===== src/rtl/monitor_pkg.sv =====
// Shared definitions for the bus-monitor snapshot reader: frame geometry,
// field slice offsets, FSM state encoding and field extraction helpers.
package monitor_pkg;

  // Frame geometry
  localparam int ADDR_W  = 24;
  localparam int DATA_W  = 16;
  localparam int SIG_W   = 8;
  localparam int FRAME_W = ADDR_W + DATA_W + SIG_W;

  // Field slice offsets inside the 48-bit frame (frame bit 47 arrives first)
  localparam int SIG_LSB  = 0;
  localparam int DATA_LSB = SIG_LSB + SIG_W;
  localparam int ADDR_LSB = DATA_LSB + DATA_W;

  // Number of SCK rises (and samples) per frame
  localparam logic [5:0] EDGE_LAST = 6'd48;

  // FSM state encoding
  typedef logic [2:0] state_t;
  localparam state_t ST_IDLE   = 3'd0;
  localparam state_t ST_SYNC   = 3'd1;
  localparam state_t ST_SETUP  = 3'd2;
  localparam state_t ST_SCK_HI = 3'd3;
  localparam state_t ST_SCK_LO = 3'd4;
  localparam state_t ST_DONE   = 3'd5;

  // Field extraction from an assembled frame
  function automatic logic [ADDR_W-1:0] frame_addr(input logic [FRAME_W-1:0] frame);
    return frame[ADDR_LSB +: ADDR_W];
  endfunction

  function automatic logic [DATA_W-1:0] frame_data(input logic [FRAME_W-1:0] frame);
    return frame[DATA_LSB +: DATA_W];
  endfunction

  function automatic logic [SIG_W-1:0] frame_sig(input logic [FRAME_W-1:0] frame);
    return frame[SIG_LSB +: SIG_W];
  endfunction

endpackage


===== src/rtl/spi_half_timer.sv =====
// SPI half-period timer: a CLK_DIV down-counter. LOAD_IN restarts the
// period; TC_OUT is high on the last system cycle of the period, so a state
// entered with LOAD_IN lasts exactly CLK_DIV cycles when left on TC_OUT.
module spi_half_timer #(
  parameter int CLK_DIV = 4
) (
  input  logic CLK_IN,
  input  logic RESET_IN,
  input  logic LOAD_IN,
  output logic TC_OUT
);

  localparam logic [7:0] LOAD_VAL = 8'(CLK_DIV - 1);

  logic [7:0] count_reg;

  // Reload on state entry, otherwise count down and hold at zero
  always_ff @(posedge CLK_IN) begin
    if (RESET_IN) begin
      count_reg <= 8'd0;
    end else if (LOAD_IN) begin
      count_reg <= LOAD_VAL;
    end else if (count_reg != 8'd0) begin
      count_reg <= count_reg - 8'd1;
    end
  end

  assign TC_OUT = (count_reg == 8'd0);

endmodule


===== src/rtl/monitor_reader.sv =====
// Host-side SPI initiator that reads one 48-bit bus-monitor snapshot frame
// (MSB first) per request and presents it as address/data/signal fields
// with a one-cycle valid strobe.
//
// Build option: define MONITOR_READER_SYNC_EN to pass SPISI_IN through a
// two-flop synchronizer before sampling (requires CLK_DIV >= 3). Without it
// SPISI_IN is sampled directly (CLK_DIV >= 2).
module monitor_reader
  import monitor_pkg::*;
#(
  parameter int CLK_DIV = 4
) (
  input  logic              CLK_IN,
  input  logic              RESET_IN,
  input  logic              START_IN,
  input  logic              SPISI_IN,
  output logic              SPICLK_OUT,
  output logic              SPISS_OUT,
  output logic [ADDR_W-1:0] ADDR_OUT,
  output logic [DATA_W-1:0] DATA_OUT,
  output logic [SIG_W-1:0]  SIGNAL_OUT,
  output logic              VALID_OUT,
  output logic              BUSY_OUT
);

  state_t               state_reg;
  state_t               state_next;
  logic                 timer_load;
  logic                 timer_tc;
  logic [5:0]           edge_cnt_reg;
  logic [FRAME_W-1:0]   shift_reg;
  logic [FRAME_W-1:0]   frame_next;
  logic                 sample_en;
  logic                 sdi_bit;

  logic                 sck_reg;
  logic                 ss_reg;
  logic                 valid_reg;
  logic                 busy_reg;
  logic [ADDR_W-1:0]    addr_reg;
  logic [DATA_W-1:0]    data_reg;
  logic [SIG_W-1:0]     sig_reg;

`ifdef MONITOR_READER_SYNC_EN
  logic sync1_reg;
  logic sync2_reg;

  // Two-flop synchronizer on the serial input; the sample point does not
  // move, so the captured bit is the pin value two cycles earlier
  always_ff @(posedge CLK_IN) begin
    if (RESET_IN) begin
      sync1_reg <= 1'b0;
      sync2_reg <= 1'b0;
    end else begin
      sync1_reg <= SPISI_IN;
      sync2_reg <= sync1_reg;
    end
  end

  assign sdi_bit = sync2_reg;
`else
  assign sdi_bit = SPISI_IN;
`endif

  // Every state lasts CLK_DIV cycles except IDLE (waits for START) and DONE
  spi_half_timer #(
    .CLK_DIV (CLK_DIV)
  ) u_timer (
    .CLK_IN   (CLK_IN),
    .RESET_IN (RESET_IN),
    .LOAD_IN  (timer_load),
    .TC_OUT   (timer_tc)
  );

  // Each state change restarts the half-period timer
  assign timer_load = (state_next != state_reg);

  // The sample is taken on the last cycle of each SCK low phase
  assign sample_en  = (state_reg == ST_SCK_LO) && timer_tc;

  // Shift register contents including the bit being sampled this cycle;
  // the fields load from this on the 48th sample so they appear with VALID
  assign frame_next = {shift_reg[FRAME_W-2:0], sdi_bit};

  // Next-state logic
  always_comb begin
    state_next = state_reg;
    case (state_reg)
      ST_IDLE: begin
        if (START_IN) begin
          state_next = ST_SYNC;
        end
      end
      ST_SYNC: begin
        if (timer_tc) begin
          state_next = ST_SETUP;
        end
      end
      ST_SETUP: begin
        if (timer_tc) begin
          state_next = ST_SCK_HI;
        end
      end
      ST_SCK_HI: begin
        if (timer_tc) begin
          state_next = ST_SCK_LO;
        end
      end
      ST_SCK_LO: begin
        if (timer_tc) begin
          state_next = (edge_cnt_reg == EDGE_LAST) ? ST_DONE : ST_SCK_HI;
        end
      end
      ST_DONE: begin
        state_next = ST_IDLE;
      end
      default: begin
        state_next = ST_IDLE;
      end
    endcase
  end

  // State register
  always_ff @(posedge CLK_IN) begin
    if (RESET_IN) begin
      state_reg <= ST_IDLE;
    end else begin
      state_reg <= state_next;
    end
  end

  // SCK rise counter: cleared while idle, bumped on each entry to SCK_HI
  always_ff @(posedge CLK_IN) begin
    if (RESET_IN) begin
      edge_cnt_reg <= 6'd0;
    end else if (state_reg == ST_IDLE) begin
      edge_cnt_reg <= 6'd0;
    end else if ((state_next == ST_SCK_HI) && (state_reg != ST_SCK_HI)) begin
      edge_cnt_reg <= edge_cnt_reg + 6'd1;
    end
  end

  // Serial capture, left shift with the new bit entering at the LSB
  always_ff @(posedge CLK_IN) begin
    if (RESET_IN) begin
      shift_reg <= '0;
    end else if (sample_en) begin
      shift_reg <= frame_next;
    end
  end

  // Pin outputs registered from the next state so they align with it
  always_ff @(posedge CLK_IN) begin
    if (RESET_IN) begin
      sck_reg   <= 1'b0;
      ss_reg    <= 1'b0;
      valid_reg <= 1'b0;
      busy_reg  <= 1'b0;
    end else begin
      sck_reg   <= (state_next == ST_SCK_HI);
      ss_reg    <= (state_next == ST_SETUP) || (state_next == ST_SCK_HI) ||
                   (state_next == ST_SCK_LO);
      valid_reg <= (state_next == ST_DONE);
      busy_reg  <= (state_next != ST_IDLE);
    end
  end

  // Output fields update only when a frame completes and hold otherwise
  always_ff @(posedge CLK_IN) begin
    if (RESET_IN) begin
      addr_reg <= '0;
      data_reg <= '0;
      sig_reg  <= '0;
    end else if (state_next == ST_DONE) begin
      addr_reg <= frame_addr(frame_next);
      data_reg <= frame_data(frame_next);
      sig_reg  <= frame_sig(frame_next);
    end
  end

  assign SPICLK_OUT = sck_reg;
  assign SPISS_OUT  = ss_reg;
  assign VALID_OUT  = valid_reg;
  assign BUSY_OUT   = busy_reg;
  assign ADDR_OUT   = addr_reg;
  assign DATA_OUT   = data_reg;
  assign SIGNAL_OUT = sig_reg;

endmodule

===== config.mk =====
export PLATFORM = sky130hd
export DESIGN_NAME = monitor_reader
export DESIGN_NICKNAME = d
export VERILOG_FILES = /design/src/rtl/monitor_pkg.sv /design/src/rtl/spi_half_timer.sv /design/src/rtl/monitor_reader.sv
export SDC_FILE = /design/constraint.sdc
export NUM_CORES = 1
export LEC_CHECK = 0
export ABC_AREA = 1
export CORE_MARGIN = 5
export CORE_UTILIZATION = 50
export CTS_CLUSTER_SIZE = 8
export DETAILED_ROUTE_END_ITERATION = 12
export GPL_ROUTABILITY_DRIVEN = 0
export MAX_ROUTING_LAYER = met4
export PLACE_DENSITY = 0.74
export SYNTH_ARGS = -nofsm -noshare
export SYNTH_HDL_FRONTEND = slang
export SYNTH_SLANG_ARGS = --single-unit

===== constraint.sdc =====
create_clock -name CLK_IN -period 3.1 [get_ports CLK_IN]
set_input_delay 0.62 -clock CLK_IN [delete_from_list [all_inputs] [get_ports CLK_IN]]
set_output_delay 0.62 -clock CLK_IN [all_outputs]
set_load 0.005 [all_outputs]

==> out/metrics.yaml, run 1 <==
clock_tree:
  cts_setup_buffers: 0
  clockBufferDepth: 2
  holdBufCountCts: 0
  clk_latency_ns: 0.51
  h-tree-depth: 4
  cts_tree: "done"
  cts_resized: 0
  numCtsBuffers: 17
  path_clk_slew_ns: 0.06
  cts_root_buffer: "clkbuf_8"
  cts_num_sinks: 116
sta:
  fin_tns_setup_ns: 0
  slew_violations: 0
  setup_viol: 0
  worst_slew_margin_rel: 0.681
  tightest_slew_ns: 0.478
  rsz0062_at_grt: "false"
  finalCritPeriodShare: 0.773
  fin_crit_ns: 2.39
  fin_worst_skew_ns: 0.00628
  fmax_ghz: 0.418
  hold_viol: 0
cells_and_area:
  nets: 615
  drive_gt1_frac: 0.0982
  fin_util: 0.639
  largest_reg_flops: 47
  antenna_cells: 0
  area_delta_synth_final_pct: 26.0
yosys:
  synth_top_area_share: 0.531
  ys_warn_count: 0
  netlist_top_cells_area: "dfxtp_1 53%, nor2_1 18%, o21ai_0 11%, nand2_1 2.2%, clkbuf_1 1.7%"
  seq_area_frac_synth: 0.531
  syn_area_um2: 4380
  synthCells: 559
  ys_seq_elements: 116
  synth_area_per_cell_um2: 7.83
  synth_top_area_cell: "dfxtp_1"
  syn-num-nets: 566
  ys_types: 25
drt:
  viasPerCell: 5.05
  wl_per_cell_um: 12.3
  drt-pass1-iter-count: 4
  ant_nets: 0
  vias: 3684
  drtIter0Drc: 189
  routed_wl_um: 8960
  drc: 0
power_and_ir_drop:
  ir_drop_mv: 0.391
  p_leak_nw: 2.09
  p_total_mw: 4.39
  power.density_nw_per_um2: 796
floorplanning:
  io_pins: 56
  die_height_um: 104
  num_rows: 34
  die_w_um: 104
  coreArea_um2: 8640
  dieArea_um2: 10700
  start_util: 0.507
job:
  cap_violations: 0
run_status:
  status: "finished clean"
critical_path:
  critPathCaptureType: "flip-flop"
  path_class: "reg2reg"
  worstPathRequired_ns: 3.55
  worstPathBufferInverterCount: 2
  slowest_delay_ns: 0.39
  worstPathArrival_ns: 2.84
  crit_family: "simple AND/OR/NAND/NOR gates"
  cp_max_fo: 49
  startpoint_type: "flip-flop"
  cp_slowest_cell: "buf_4"
  worstPathCellList: "inv_1, ha_1, nand2_2, nor2_8, nand2_1, nand3_1, nand2_1, nand2_2, buf_4, o21ai_0, nor2_1"
global_routing:
  antenna_found_initial: 0
  first_global_vias: 3490
  grt_max_degree: 54
  gr-usage-all-layers: 0.178
  overflow: 0
  grt_pass1_wl_um: 15500
placement:
  io_buffers: 55
  hpwl_um: 5510
min_path:
  hp-class: "reg2reg"
through the flow:
step	area [um^2]	cells	hold WS, ns	setup WS [ns]
2_1_floorplan	4380	559	0.450	1.29
3_3_place_gp	4940	697	0.462	0.844
3_5_place_dp	4940	697	0.474	0.774
4_1_cts	5510	729	0.488	0.724
5_1_grt	5510	729	0.507	0.497
6_report	5510	729	0.480	0.705
final timing paths:
check | cells past startpoint | end | start | slack (ns)
worst min-delay path | 2 | ADDR_OUT[9]$_SDFFE_PP0P_ | ADDR_OUT[9]$_SDFFE_PP0P_ | 0.48
worst max register to register | 11 | SIGNAL_OUT[1]$_SDFFE_PP0P_ | u_timer.count_reg[0]$_SDFFE_PP0P_ | 0.71
worst max-delay path | 11 | SIGNAL_OUT[1]$_SDFFE_PP0P_ | u_timer.count_reg[0]$_SDFFE_PP0P_ | 0.71
worst min register to register | 2 | ADDR_OUT[9]$_SDFFE_PP0P_ | ADDR_OUT[9]$_SDFFE_PP0P_ | 0.48
synth_stat cells:
library cell,instances
a21oi_1,10
buf_12,1
buf_2,7
buf_6,4
clkbuf_1,20
dfxtp_1,116
ha_1,3
inv_1,19
inv_2,1
nand2_1,26
nand2_2,5
nand3_1,7
nand4_1,9
nand4_2,1
nor2_1,205
nor2_2,11
nor2_4,2
nor2_8,1
nor3_1,1
o211ai_1,1
o21ai_0,94
o21ai_1,3
o21ai_2,1
xnor2_1,5
xor2_1,6
placed cells by master (no fill, tap or decap):
master | synthesis | routed
o21ai_2 | 1 | 1
clkinv_2 | 0 | 4
nand4_1 | 9 | 9
nor2_4 | 2 | 2
clkinv_4 | 0 | 1
xnor2_1 | 5 | 5
bufinv_16 | 0 | 2
dfxtp_1 | 116 | 116
xor2_1 | 6 | 6
clkbuf_8 | 0 | 3
nor2_8 | 1 | 1
o21ai_1 | 3 | 3
nand3_1 | 7 | 7
inv_6 | 0 | 2
inv_2 | 1 | 2
nor2_1 | 205 | 205
clkinvlp_4 | 0 | 3
nor2_2 | 11 | 11
o211ai_1 | 1 | 1
clkbuf_16 | 0 | 16
clkbuf_1 | 20 | 1
nor3_1 | 1 | 1
nand2_2 | 5 | 5
o21ai_0 | 94 | 94
nand4_2 | 1 | 1
inv_1 | 19 | 18
ha_1 | 3 | 3
buf_4 | 0 | 7
nand2_1 | 26 | 26
clkdlybuf4s50_1 | 0 | 55
a21oi_1 | 10 | 10
worst reg2reg max path, stage by stage (launching register included):
cell and delay [ns]:
dfxtp_1 0.32, inv_1 0.09, ha_1 0.24, nand2_2 0.13, nor2_8 0.20, nand2_1 0.09
nand3_1 0.13, nand2_1 0.25, nand2_2 0.17, buf_4 0.39, o21ai_0 0.20, nor2_1 0.11
kinds of logic after synthesis:
family	Yosys count	synth area share
compound gates	109	0.126
xor+xnor	11	0.0220
fa+ha+maj	3	0.00858
buf+inv	52	0.0572
flops	116	0.531
simple gates	268	0.256
layer usage:
metal | wire (um) | up-vias | GRT usage
met3 | 422 | 8 | 0.0653
met4 | 91 | 0 | 0.0525
met1 | 3950 | 1699 | 0.202
li1 | - | 1887 | -
met2 | 4500 | 90 | 0.292
met5 | 0 | - | -
area by class of cell:
class | count | area, um^2
clock buffers | 20 | 445
flip-flops and latches | 116 | 2320
inverters | 20 | 75.1
well taps | 108 | 135
fillers | 734 | 3120
repair buffers | 62 | 603
clock inverters | 12 | 129
multi-input cells | 391 | 1800
power breakdown:
part           switching [mW]  total, mW  internal, mW
Combinational           0.528      0.863         0.335
Clock                   0.663       1.85          1.18
Sequential             0.0850       1.68          1.60
Total                    1.28       4.39          3.11
Power figures use the tool's default switching activity.
==> run 2: changes to the inputs <==
--- a/config.mk
+++ b/config.mk
@@ -7,12 +7,12 @@
 export LEC_CHECK = 0
 export ABC_AREA = 1
 export CORE_MARGIN = 5
-export CORE_UTILIZATION = 50
+export CORE_UTILIZATION = 49
 export CTS_CLUSTER_SIZE = 8
 export DETAILED_ROUTE_END_ITERATION = 12
 export GPL_ROUTABILITY_DRIVEN = 0
 export MAX_ROUTING_LAYER = met4
-export PLACE_DENSITY = 0.74
+export PLACE_DENSITY = 0.76
 export SYNTH_ARGS = -nofsm -noshare
 export SYNTH_HDL_FRONTEND = slang
 export SYNTH_SLANG_ARGS = --single-unit
==> constraint.sdc (replaced) <==
create_clock -name CLK_IN -period 2 [get_ports CLK_IN]
set_input_delay 0.4 -clock CLK_IN [delete_from_list [all_inputs] [get_ports CLK_IN]]
set_output_delay 0.4 -clock CLK_IN [all_outputs]
set_load 0.005 [all_outputs]
==> out/metrics.yaml, run 2 (synthesized netlist as in run 1, its figures left out) <==
drt:
  routed_wl_um: 9720
  vias: 3789
  drt-pass1-iter-count: 4
  wl_per_cell_um: 13.2
  ant_nets: 0
  drc: 0
  viasPerCell: 5.13
  drtIter0Drc: 182
job:
  cap_violations: 0
clock_tree:
  clockBufferDepth: 2
  cts_tree: "done"
  numCtsBuffers: 17
  cts_root_buffer: "clkbuf_8"
  cts_num_sinks: 116
  holdBufCountCts: 0
  h-tree-depth: 4
  clk_latency_ns: 0.50
  path_clk_slew_ns: 0.05
sta:
  fin_worst_skew_ns: 0.00761
  finalCritPeriodShare: 0.957
  slew_violations: 0
  hold_viol: 0
  worst_slew_margin_rel: 0.810
  setup_viol: 0
  rsz0062_at_grt: "true"
  fin_crit_ns: 1.91
  timing.hold.ws_ns: 0.485
  tightest_slew_ns: 0.286
  fmax_ghz: 0.522
cells_and_area:
  largest_reg_flops: 47
  mostFrequentLayoutCell: "nor2_1"
  fin_util: 0.653
  area_delta_synth_final_pct: 30.2
  finalNonFillerCells: 739
  antenna_cells: 0
  nets: 626
  drive_gt1_frac: 0.117
  final_cell_mix: "205 x nor2_1, 116 x dfxtp_1, 84 x o21ai_0"
  fill_cells: 685
global_routing:
  grt_max_degree: 96
  overflow: 0
  grt_pass1_wl_um: 16100
  antenna_found_initial: 0
  first_global_vias: 3535
  gr-usage-all-layers: 0.180
power_and_ir_drop:
  p_seq_frac: 0.372
  intPower_mw: 4.96
  p_sw_frac: 0.294
  power.density_nw_per_um2: 1230
  ir_drop_mv: 0.708
  clock_power_share: 0.405
  p_leak_nw: 2.17
  p_comb_frac: 0.224
  p_sw_mw: 2.06
placement:
  dp_cells: 703
  io_buffers: 55
  hpwl_um: 5930
critical_path:
  cp_max_fo: 9
  worstPathRequired_ns: 2.39
  critPathCaptureType: "flip-flop"
  path_class: "reg2reg"
  worstPathArrival_ns: 2.31
  startpoint_type: "flip-flop"
floorplanning:
  coreArea_um2: 8720
  die_w_um: 105
  num_rows: 34
  start_util: 0.502
  io_pins: 56
  dieArea_um2: 10900
  die_height_um: 105
min_path:
  hp-class: "reg2reg"
run_status:
  status: "finished clean"
[run 2: critical path: stages, from the launching register on]
cell and delay [ns]:
dfxtp_1 0.31, inv_1 0.10, ha_2 0.19, nand2_2 0.10, nor2_8 0.15, nand2_2 0.05, nand2_1 0.10, o21ai_2 0.08
nor2_4 0.19, nand2_8 0.10, buf_4 0.15, o21ai_0 0.21, nor2_1 0.06
[run 2: final timing paths]
kind	slack (ns)	depth (start not counted)	end	from
max	0.09	12	DATA_OUT[12]$_SDFFE_PP0P_	u_timer.count_reg[0]$_SDFFE_PP0P_
min	0.48	2	DATA_OUT[1]$_SDFFE_PP0P_	DATA_OUT[1]$_SDFFE_PP0P_
max reg2reg	0.09	12	DATA_OUT[12]$_SDFFE_PP0P_	u_timer.count_reg[0]$_SDFFE_PP0P_
min reg2reg	0.48	2	DATA_OUT[1]$_SDFFE_PP0P_	DATA_OUT[1]$_SDFFE_PP0P_
[run 2: layer usage]
metal  global-route usage  wire (um)  vias to the layer above
li1                     -          -                     1920
met1                0.214       4270                     1763
met2                0.288       4860                       94
met3               0.0552        493                       12
met4               0.0648         96                        0
met5                    -          0                        -
[run 2: what timing repair did]
| action | 4_1_cts | 5_1_grt |
|---|---|---|
| pin swaps | 0 | 1 |
| setup endpoints to repair | 3 | 58 |
| gates cloned | 0 | 1 |
| resized for setup | 1 | 18 |
| setup buffers | 0 | 4 |
[run 2: metrics by stage]
step	total power [mW]	setup slack, ns	setup TNS [ns]	cell area [um^2]
after floorplan	3.68	0.186	0	4380
after global routing	7.37	-0.0446	-1.02	5700
after global placement	4.02	0.112	0	5030
after detailed placement	4.09	0.0107	0	5030
final	7.02	0.0853	0	5700
after CTS	6.99	0.0594	0	5610
[run 2: final cells by class]
class                      count  area (um^2)  share of cell area
clock buffer                  22          463              0.0812
multi-input combinational    391         1840               0.323
sequential                   116         2320               0.408
timing repair buffer          73          757               0.133
tap                          108          135              0.0237
inverter                      20         77.6              0.0136
clock inverter                 9          104              0.0182
[run 2: power groups by stage]
stage	sequential [mW]	combinational (mW)	clock (mW)
6_report	2.61	1.57	2.84
2_1_floorplan	2.63	1.05	0
5_1_grt	2.63	1.74	3.01
3_3_place_gp	2.64	1.38	0
4_1_cts	2.61	1.50	2.88
3_5_place_dp	2.65	1.44	0
